--- src/rtl/ctrl_pkg.sv ---
// Shared types and encodings for the RV32I multi-cycle sequencer.
package ctrl_pkg;

    typedef enum logic [2:0] {
        ST_FETCH  = 3'd0,
        ST_DECODE = 3'd1,
        ST_EXEC   = 3'd2,
        ST_MEM    = 3'd3,
        ST_WB     = 3'd4,
        ST_TRAP   = 3'd5
    } state_e;

    // RV32I major opcodes
    localparam logic [6:0] OP_R      = 7'b0110011;
    localparam logic [6:0] OP_IALU   = 7'b0010011;
    localparam logic [6:0] OP_LOAD   = 7'b0000011;
    localparam logic [6:0] OP_STORE  = 7'b0100011;
    localparam logic [6:0] OP_BRANCH = 7'b1100011;
    localparam logic [6:0] OP_JAL    = 7'b1101111;
    localparam logic [6:0] OP_JALR   = 7'b1100111;
    localparam logic [6:0] OP_LUI    = 7'b0110111;
    localparam logic [6:0] OP_AUIPC  = 7'b0010111;

    // Bit positions inside the one-hot opcode class vector
    localparam int unsigned NUM_CLASS = 9;
    localparam int unsigned CL_R      = 0;
    localparam int unsigned CL_IALU   = 1;
    localparam int unsigned CL_LOAD   = 2;
    localparam int unsigned CL_STORE  = 3;
    localparam int unsigned CL_BRANCH = 4;
    localparam int unsigned CL_JAL    = 5;
    localparam int unsigned CL_JALR   = 6;
    localparam int unsigned CL_LUI    = 7;
    localparam int unsigned CL_AUIPC  = 8;

    // ALUOp encodings
    localparam logic [2:0] ALUOP_R     = 3'b000;
    localparam logic [2:0] ALUOP_I     = 3'b001;
    localparam logic [2:0] ALUOP_STORE = 3'b010;
    localparam logic [2:0] ALUOP_BR    = 3'b011;
    localparam logic [2:0] ALUOP_U     = 3'b100;
    localparam logic [2:0] ALUOP_JAL   = 3'b101;
    localparam logic [2:0] ALUOP_LOAD  = 3'b110;
    localparam logic [2:0] ALUOP_JALR  = 3'b111;

    // PC source mux
    localparam logic [1:0] PCSRC_PC4       = 2'b00;
    localparam logic [1:0] PCSRC_OLDPC_IMM = 2'b01;
    localparam logic [1:0] PCSRC_ALU       = 2'b10;

    // Register write-back source
    localparam logic [1:0] RDSEL_ALU       = 2'b00;
    localparam logic [1:0] RDSEL_IMM_MEM   = 2'b01;
    localparam logic [1:0] RDSEL_PC4       = 2'b10;
    localparam logic [1:0] RDSEL_OLDPC_IMM = 2'b11;

    // Trap causes
    localparam logic [1:0] CAUSE_NONE    = 2'b00;
    localparam logic [1:0] CAUSE_ILLEGAL = 2'b01;
    localparam logic [1:0] CAUSE_TIMEOUT = 2'b10;

endpackage

--- src/rtl/mc_opclass_dec.sv ---
// Maps a 7-bit opcode onto a one-hot instruction class and a legal flag.
module mc_opclass_dec
    import ctrl_pkg::*;
(
    input  logic [6:0] opcode,
    output logic [8:0] opclass,
    output logic       legal
);

    // One-hot class lookup; anything outside the nine majors is illegal
    always_comb begin
        opclass = 9'b0;
        case (opcode)
            OP_R:      opclass[CL_R]      = 1'b1;
            OP_IALU:   opclass[CL_IALU]   = 1'b1;
            OP_LOAD:   opclass[CL_LOAD]   = 1'b1;
            OP_STORE:  opclass[CL_STORE]  = 1'b1;
            OP_BRANCH: opclass[CL_BRANCH] = 1'b1;
            OP_JAL:    opclass[CL_JAL]    = 1'b1;
            OP_JALR:   opclass[CL_JALR]   = 1'b1;
            OP_LUI:    opclass[CL_LUI]    = 1'b1;
            OP_AUIPC:  opclass[CL_AUIPC]  = 1'b1;
            default:   opclass = 9'b0;
        endcase
        legal = |opclass;
    end

endmodule

--- src/rtl/multicycle_ctrl.sv ---
// Multi-cycle FETCH/DECODE/EXEC/MEM/WB sequencer for an RV32I datapath.
// Strobes are decoded from the registered state and latched opcode class;
// the memory-side strobes also follow mem_ready/branch_taken in the same cycle.
module multicycle_ctrl
    import ctrl_pkg::*;
#(
    parameter int unsigned MEM_TIMEOUT = 15
) (
    input  logic       clk,
    input  logic       rst_n,
    input  logic [6:0] Opcode,
    input  logic       mem_ready,
    input  logic       branch_taken,
    output logic       PCWrite,
    output logic [1:0] PCSrc,
    output logic       IRWrite,
    output logic       MemReq,
    output logic       MemWE,
    output logic       IorD,
    output logic [2:0] ALUOp,
    output logic       ALUSrcA,
    output logic       ALUSrcB,
    output logic       RegWrite,
    output logic       MemtoReg,
    output logic [1:0] rdsel,
    output logic       retire,
    output logic       trap,
    output logic [1:0] trap_cause
);

    // Wait-counter value seen during the last allowed request cycle
    localparam logic [7:0] WAIT_LAST = 8'(MEM_TIMEOUT - 1);

    state_e     state_q, state_d;
    logic [7:0] wait_q, wait_d;
    logic [8:0] class_q, class_d;
    logic       trap_q, trap_d;
    logic [1:0] cause_q, cause_d;

    logic [8:0] dec_class_s;
    logic       dec_legal_s;
    logic       expire_s;

    mc_opclass_dec u_dec (
        .opcode  (Opcode),
        .opclass (dec_class_s),
        .legal   (dec_legal_s)
    );

    assign expire_s = (wait_q == WAIT_LAST);

    // Next-state, wait counter, class latch and trap bookkeeping
    always_comb begin
        state_d = state_q;
        wait_d  = 8'd0;            // clears on any exit or accepted request
        class_d = class_q;
        trap_d  = trap_q;
        cause_d = cause_q;
        case (state_q)
            ST_FETCH: begin
                if (mem_ready) begin
                    state_d = ST_DECODE;
                end else if (expire_s) begin
                    state_d = ST_TRAP;
                    trap_d  = 1'b1;
                    cause_d = CAUSE_TIMEOUT;
                end else begin
                    wait_d = wait_q + 8'd1;
                end
            end
            ST_DECODE: begin
                class_d = dec_class_s;
                if (dec_legal_s) begin
                    state_d = ST_EXEC;
                end else begin
                    state_d = ST_TRAP;
                    trap_d  = 1'b1;
                    cause_d = CAUSE_ILLEGAL;
                end
            end
            ST_EXEC: begin
                if (class_q[CL_LOAD] || class_q[CL_STORE]) begin
                    state_d = ST_MEM;
                end else if (class_q[CL_BRANCH] || class_q[CL_JAL] || class_q[CL_JALR]) begin
                    state_d = ST_FETCH;
                end else if (class_q != 9'b0) begin
                    state_d = ST_WB;
                end else begin
                    state_d = ST_FETCH;
                end
            end
            ST_MEM: begin
                if (mem_ready) begin
                    state_d = class_q[CL_STORE] ? ST_FETCH : ST_WB;
                end else if (expire_s) begin
                    state_d = ST_TRAP;
                    trap_d  = 1'b1;
                    cause_d = CAUSE_TIMEOUT;
                end else begin
                    wait_d = wait_q + 8'd1;
                end
            end
            ST_WB:   state_d = ST_FETCH;
            ST_TRAP: state_d = ST_TRAP;
            default: state_d = ST_FETCH;
        endcase
    end

    // Datapath strobes; reset forces the FETCH request pattern with no writes
    always_comb begin
        PCWrite    = 1'b0;
        PCSrc      = PCSRC_PC4;
        IRWrite    = 1'b0;
        MemReq     = 1'b0;
        MemWE      = 1'b0;
        IorD       = 1'b0;
        ALUOp      = ALUOP_R;
        ALUSrcA    = 1'b0;
        ALUSrcB    = 1'b0;
        RegWrite   = 1'b0;
        MemtoReg   = 1'b0;
        rdsel      = RDSEL_ALU;
        retire     = 1'b0;
        trap       = 1'b0;
        trap_cause = CAUSE_NONE;
        if (!rst_n) begin
            MemReq = 1'b1;
        end else begin
            trap       = trap_q;
            trap_cause = cause_q;
            case (state_q)
                ST_FETCH: begin
                    MemReq  = 1'b1;
                    IRWrite = mem_ready;
                    PCWrite = mem_ready;
                end
                ST_EXEC: begin
                    if (class_q[CL_R]) begin
                        ALUOp = ALUOP_R;
                    end else if (class_q[CL_IALU]) begin
                        ALUOp   = ALUOP_I;
                        ALUSrcB = 1'b1;
                    end else if (class_q[CL_LOAD]) begin
                        ALUOp   = ALUOP_LOAD;
                        ALUSrcB = 1'b1;
                    end else if (class_q[CL_STORE]) begin
                        ALUOp   = ALUOP_STORE;
                        ALUSrcB = 1'b1;
                    end else if (class_q[CL_BRANCH]) begin
                        ALUOp   = ALUOP_BR;
                        PCWrite = branch_taken;
                        PCSrc   = PCSRC_OLDPC_IMM;
                        retire  = 1'b1;
                    end else if (class_q[CL_JAL]) begin
                        ALUOp    = ALUOP_JAL;
                        ALUSrcA  = 1'b1;
                        ALUSrcB  = 1'b1;
                        PCWrite  = 1'b1;
                        PCSrc    = PCSRC_OLDPC_IMM;
                        RegWrite = 1'b1;
                        rdsel    = RDSEL_PC4;
                        retire   = 1'b1;
                    end else if (class_q[CL_JALR]) begin
                        ALUOp    = ALUOP_JALR;
                        ALUSrcB  = 1'b1;
                        PCWrite  = 1'b1;
                        PCSrc    = PCSRC_ALU;
                        RegWrite = 1'b1;
                        rdsel    = RDSEL_PC4;
                        retire   = 1'b1;
                    end else if (class_q[CL_LUI]) begin
                        ALUOp   = ALUOP_U;
                        ALUSrcB = 1'b1;
                    end else if (class_q[CL_AUIPC]) begin
                        ALUOp   = ALUOP_U;
                        ALUSrcA = 1'b1;
                        ALUSrcB = 1'b1;
                    end else begin
                        ALUOp = ALUOP_R;
                    end
                end
                ST_MEM: begin
                    MemReq = 1'b1;
                    IorD   = 1'b1;
                    MemWE  = class_q[CL_STORE];
                    retire = mem_ready & class_q[CL_STORE];
                end
                ST_WB: begin
                    RegWrite = 1'b1;
                    retire   = 1'b1;
                    if (class_q[CL_LOAD]) begin
                        MemtoReg = 1'b1;
                        rdsel    = RDSEL_IMM_MEM;
                    end else if (class_q[CL_LUI]) begin
                        rdsel = RDSEL_IMM_MEM;
                    end else if (class_q[CL_AUIPC]) begin
                        rdsel = RDSEL_OLDPC_IMM;
                    end else begin
                        rdsel = RDSEL_ALU;
                    end
                end
                default: begin
                    MemReq = 1'b0;
                end
            endcase
        end
    end

    // State, wait counter, latched class and sticky trap registers
    always_ff @(posedge clk) begin
        if (!rst_n) begin
            state_q <= ST_FETCH;
            wait_q  <= 8'd0;
            class_q <= 9'b0;
            trap_q  <= 1'b0;
            cause_q <= CAUSE_NONE;
        end else begin
            state_q <= state_d;
            wait_q  <= wait_d;
            class_q <= class_d;
            trap_q  <= trap_d;
            cause_q <= cause_d;
        end
    end

endmodule

--- config.mk ---
export PLATFORM = sky130hd
export DESIGN_NAME = multicycle_ctrl
export DESIGN_NICKNAME = d
export VERILOG_FILES = /design/src/rtl/ctrl_pkg.sv /design/src/rtl/mc_opclass_dec.sv /design/src/rtl/multicycle_ctrl.sv
export SDC_FILE = /design/constraint.sdc
export NUM_CORES = 1
export LEC_CHECK = 0
export ABC_AREA = 1
export CAP_MARGIN = 20
export CORE_UTILIZATION = 43
export CTS_CLUSTER_DIAMETER = 120
export CTS_CLUSTER_SIZE = 24
export DETAILED_ROUTE_END_ITERATION = 7
export HOLD_SLACK_MARGIN = 0.12
export PLACE_DENSITY_LB_ADDON = 0.12
export SLEW_MARGIN = 0
export SYNTH_ARGS = -nofsm -noshare
export SYNTH_HDL_FRONTEND = slang
export SYNTH_HIERARCHICAL = 1
export SYNTH_SLANG_ARGS = --single-unit
--- constraint.sdc ---
create_clock -name clk -period 1.5 [get_ports clk]
set_input_delay 0.15 -clock clk [delete_from_list [all_inputs] [get_ports clk]]
set_output_delay 0.15 -clock clk [all_outputs]
set_load 0.02 [all_outputs]
Word-level counts from Yosys, hierarchy flattened

Index checks and enable logic that the tools add are counted.

Flip-flop bits (word level): 23
Input port bits: 11

Add/subtract/negate cells: 1
Equal/unequal tests: 18
Muxes and demuxes: 114
Bitwise logic cells: 3
Reductions and logical operators: 10

Operators by type and width:

| cell                | count |
|---|---|
| $mux 1              | 65 |
| $mux 3              | 19 |
| $mux 2              | 23 |
| $eq 7x6->1 const B  | 3 |
| $eq 7x7->1 const B  | 3 |
| $pmux 3 s5          | 1 |
| $eq 7x5->1 const B  | 2 |
| $reduce_bool 9->1   | 1 |
| $reduce_or 9->1     | 1 |
| $add 8x1->8 const B | 1 |
| $eq 8x4->1 const B  | 1 |
| $pmux 2 s2          | 2 |
| $eq 7x2->1 const B  | 1 |
| $eq 3x2->1 const B  | 2 |
| $eq 3x3->1 const B  | 2 |
| $pmux 1 s2          | 3 |
| $ne 2x2->1 const B  | 2 |
| $reduce_and 4->1    | 1 |
| $reduce_or 4->1     | 1 |
| $eq 3x1->1 const B  | 1 |
| $logic_not 3->1     | 1 |
| $logic_or 1x1->1    | 3 |
| $pmux 1 s3          | 1 |
| $ne 2x1->1 const B  | 1 |
| 4 further kinds     | 5 |

Longest topological paths before layout

Word-level depth: 11
Mapped depth: 11
Gate-level depth less buffers: 11

By module

The synthesis kept the hierarchy.

By module, submodules not included:

| module          | times used | cells each | area each (µm²) | sequential area each (µm²) |
|---|---|---|---|---|
| multicycle_ctrl | 1          | 196        | 1302.5          | 460.4 |
| mc_opclass_dec  | 1          | 37         | 177.7           | 0.0 |

Worst setup path after synthesis

OpenSTA, ideal clock, no wires.

Kind: reg2out
Start point: reg state_q[2]
End point: out retire
Arrival time: 1376 ps
Slack: -26 ps
Cell stages (with the launch flop): 6
Path buffers: 0
Path through: dfxtp_1 > inv_2 > nand3_2 > nor3_1 > nand2_1 > nand3_1

Cells in the longest elaborated chain, start to end: 3
Elaborated cells between the ends (all ways): 5
Those cells by class: 3 x eq/ne; 2 x mux

RTL lines:

| what                                     | RTL line               | RTL |
|---|---|---|
| start, declared                          | multicycle_ctrl.sv:34  | `state_e state_q, state_d;` |
| start signal, assigned                   | multicycle_ctrl.sv:218 | `state_q <= state_d;` |
| $eq 3x3->1 or $eq 3x2->1 (tied branches) | multicycle_ctrl.sv:131 | `case (state_q)` |
| $pmux 1 s3 (*)                           | multicycle_ctrl.sv:131 |  |
| $mux 1 (*)                               | multicycle_ctrl.sv:126 | `if (!rst_n) begin` |
| end, declared                            | multicycle_ctrl.sv:26  | `output logic retire,` |

Every way passes the cells marked *; elsewhere a longest branch is shown, timed or not.

Final worst setup path

Start point: reg state_q[0]
End point: out PCWrite

Cells in the longest elaborated chain, start to end: 3
Elaborated cells between the ends (all ways): 4
Those cells by class: 1 x eq/ne; 2 x mux; 1 x reduce/logical

RTL lines:

| what                                          | RTL line               | RTL |
|---|---|---|
| $eq 3x2->1 or $logic_not 3->1 (tied branches) | multicycle_ctrl.sv:131 |  |
| $pmux 1 s2 (*)                                | multicycle_ctrl.sv:131 |  |
| $mux 1 (*)                                    | multicycle_ctrl.sv:126 |  |
| end, declared                                 | multicycle_ctrl.sv:14  | `output logic PCWrite,` |

Marked as above.

==> flow_metrics.py <==
metrics = {
    "synthesis": {
        "seq_area_frac_synth_pct": 31.1,
        "avgSynthCellArea_um2": 6.35,
        "yosys.area_share.adder_pct": 1.69,
        "ys_seq_elements": 23,
        "synth_top_cell_area_share_pct": 31.1,
        "synth_top_family_by_area": "simple AND/OR/NAND/NOR gates",
        "synthCells": 233,
        "yosys.area_share.simple_pct": 41.2,
        "synth_top_cell_by_area": "dfxtp_1",
        "synth_nets": 246,
        "synth_xor_area_share_pct": 1.78,
        "synth_warnings": 6,
        "synthesis.area_mm2": 0.00148,
        "synth_compound_area_share_pct": 14.2,
        "synthMuxAreaShare_pct": 0,
        "synthTopCellsByArea": "dfxtp_1 (31%), nand2_1 (11%), nor2_1 (11%)",
        "synth_cell_type_count": 29,
    },
    "timing": {
        "rsz0062_at_grt": "yes",
        "skew_ps": 6.80,
        "relSlewSlack_pct": 76.3,
        "finalHoldViolations": 0,
        "setup_viol_count_final": 9,
        "holdWs_ps": 474,
        "min_period_ps": 1560,
        "tightest_slew_ps": 354,
        "clock.fmax_mhz": 640,
        "finalMaxSlewViolations": 0,
        "post-route-period-util_pct": 104,
        "setup_slack_ps": -62.2,
        "tns_ps": -242,
    },
    "detailed_routing": {
        "first_pass_iters": 4,
        "via_per_inst": 4.91,
        "drc": 0,
        "dr_total_vias": 1730,
        "wl_per_cell_um": 11.3,
        "drtIter0Drc": 68,
        "ant_nets": 0,
        "drt_wl_total_mm": 3.98,
    },
    "global_routing": {
        "met3_usage_pct": 3.62,
        "antenna_found_initial": 0,
        "met1_usage_pct": 25.4,
        "grt_pass1_vias": 1562,
        "gr-usage-all-layers_pct": 22.6,
        "overflow": 0,
        "grt_pass1_wl_mm": 6.26,
        "busiest_layer": "met2",
        "grtUsageMet2_pct": 42.2,
        "grt_max_degree": 20,
    },
    "worst_setup_path": {
        "path_common_cell": "buf_6",
        "worstReg2RegStart": "state_q[0]$_SDFF_PN0_",
        "max_stage_delay_ps": 360,
        "critPathKind": "flop to output port",
        "end_kind": "output port",
        "worstSetupStartpoint": "state_q[0]$_SDFF_PN0_",
        "cp.required_ps": 1350,
        "crit_fanout": 4,
        "crit_chain": "buf_6 > nor2_4 > nand3_4 > o22ai_2 > buf_6",
        "crit_slowest_cell": "dfxtp_2",
        "cp.arrival_ps": 1410,
        "crit_path_start_kind": "flop",
    },
    "floorplan": {
        "num_rows": 20,
        "coreArea_mm2": 0.00315,
        "start_util_pct": 46.9,
        "die_width_um": 60.7,
        "design.die.area_mm2": 0.00368,
        "die_h_um": 60.7,
        "ioPinCount": 31,
    },
    "power_and_ir_drop": {
        "irDropWorstVdd_mv": 0.509,
        "cellPowerDensity_mw_per_mm2": 733,
        "cellLeakagePower_nw": 1.05,
    },
    "clocking": {
        "cts_buffers": 3,
        "cts_hold_buffers": 0,
        "cts_htree_levels": 1,
        "clock_sinks": 23,
        "cts_tree": "yes",
        "path_clk_slew_ps": 120,
        "cts_buffer_depth": 2,
        "clockRootBuffer": "clkbuf_4",
        "clk_latency_ps": 300,
    },
    "cells_and_area": {
        "nets": 322,
        "drive_above_1_share_pct": 38.6,
        "fillCellCount": 279,
        "stdcell_count": 352,
        "syn_to_final_growth_pct": 55.4,
        "final_core_util_pct": 72.9,
        "antenna_cells": 0,
        "design_area_mm2": 0.00230,
    },
    "hold_path": {
        "min_from": "trap_q$_SDFFE_PN0P_",
        "hp-class": "flop to flop",
    },
    "place": {
        "placedCellCount": 343,
        "place_congestion": 0.888,
        "postPlaceCellArea_mm2": 0.00212,
        "dp_hpwl_mm": 2.92,
        "port_buffers": 30,
    },
    "job": {
        "max_cap_violations": 0,
    },
    "outcome": {
        "status": "finished, violations left",
        "failed_checks": "negative setup slack",
    },
}
## worst max-delay path: cells and delay by family (launching register included)
family                 cells  cell delay, ps
buffers and inverters      2             280
AND/OR/NAND/NOR            2             290
AO/OA/AOI/OAI              1             190
flip-flops                 1             360
## routing by layer
layer  vias to the layer above  part of all wire [%]
met4                         0                  0.91
met3                         6                   3.8
li1                        902                     -
met5                         -                     0
met1                       782                    44
met2                        40                    51
## final timing paths
check | to | slack (ps) | depth (start not counted)
worst max register to register | wait_q[3]$_SDFF_PP0_ | 30 | 9
worst min register to register | trap_q$_SDFFE_PN0P_ | 470 | 2
worst min-delay path | trap_q$_SDFFE_PN0P_ | 470 | 2
worst max-delay path | PCWrite | -60 | 5
## area by class of cell
class                   instances  area, µm²  share of cell area, %
well taps                      44       55.1                   2.39
flip-flops and latches         23        465                   20.2
clock buffers                   4       26.3                   1.14
inverters                      33        124                   5.39
multi-input cells             173        998                   43.4
repair buffers                 75        631                   27.4
## sequential cells by signal, summed over array words and instances, names as in the netlist
| name | count |
|---|---|
| trap_q | 1 |
| class_q | 9 |
| wait_q | 8 |
| state_q | 3 |
| cause_q | 2 |
## stage by stage
step | total power (W) | setup slack [ps]
6_report | 0.00169 | -62.2
4_1_cts | 0.00161 | -54.5
2_1_floorplan | 0.00102 | 74.0
5_1_grt | 0.00179 | -130
3_5_place_dp | 0.00130 | -500
3_3_place_gp | 0.00129 | -502
## synthesized netlist by cell type
cell,count
nand4_1,3
nand2_2,4
clkinv_1,1
nand3_1,16
clkbuf_1,1
nor2_2,5
o21bai_1,1
dfxtp_1,23
nor2_1,42
xor2_1,3
nor3_1,3
nor2_4,1
a21oi_1,20
o22ai_1,1
nor3_2,4
nand3_4,1
nand3b_1,2
buf_2,2
nand3_2,3
nand2_1,43
ha_1,2
inv_1,26
o21ai_1,3
buf_6,1
inv_2,6
a31oi_1,2
a21oi_2,1
o21ai_0,12
or2_2,1
## kinds of logic (layout without fill, tap and decap cells)
| family | Yosys count | count (layout) |
|---|---|---|
| and+or+nand+nor | 128 | 128 |
| adders and majority gates | 2 | 2 |
| AOI/OAI and AO/OA | 40 | 40 |
| buffers and inverters | 37 | 112 |
| xor gates and xnor gates | 3 | 3 |
| DFF | 23 | 23 |
## power by group
part | switching (W) | total (W) | internal (W) | leakage [nW]
clock network | 0.000170 | 0.000274 | 0.000104 | 0.0150
logic | 0.000389 | 0.000712 | 0.000324 | 0.841
registers | 0.0000342 | 0.000699 | 0.000665 | 0.189
total | 0.000593 | 0.00169 | 0.00109 | 1.05
## what timing repair did
item | CTS | global route
resized for setup | 105 | 39
buffers inserted | 2 | 3
pin swaps | 4 | 12
endpoints found under the setup margin | 21 | 32
## placed cells by master (no fill, tap or decap), types with 4 or more instances in the layout
cell type        count
buf_4               43
nand2_1             42
nor2_1              34
inv_1               25
dfxtp_1             19
a21oi_1             18
buf_6               14
nand3_1             11
nor2_2              10
o21ai_0             10
clkdlybuf4s50_1     10
inv_2                8
nand3_2              5
nand2_2              5
o21ai_1              5
nand3_4              4
nor2_4               4
dfxtp_2              4
buf_2                4
Note: power is estimated with default switching activity, not from simulation.
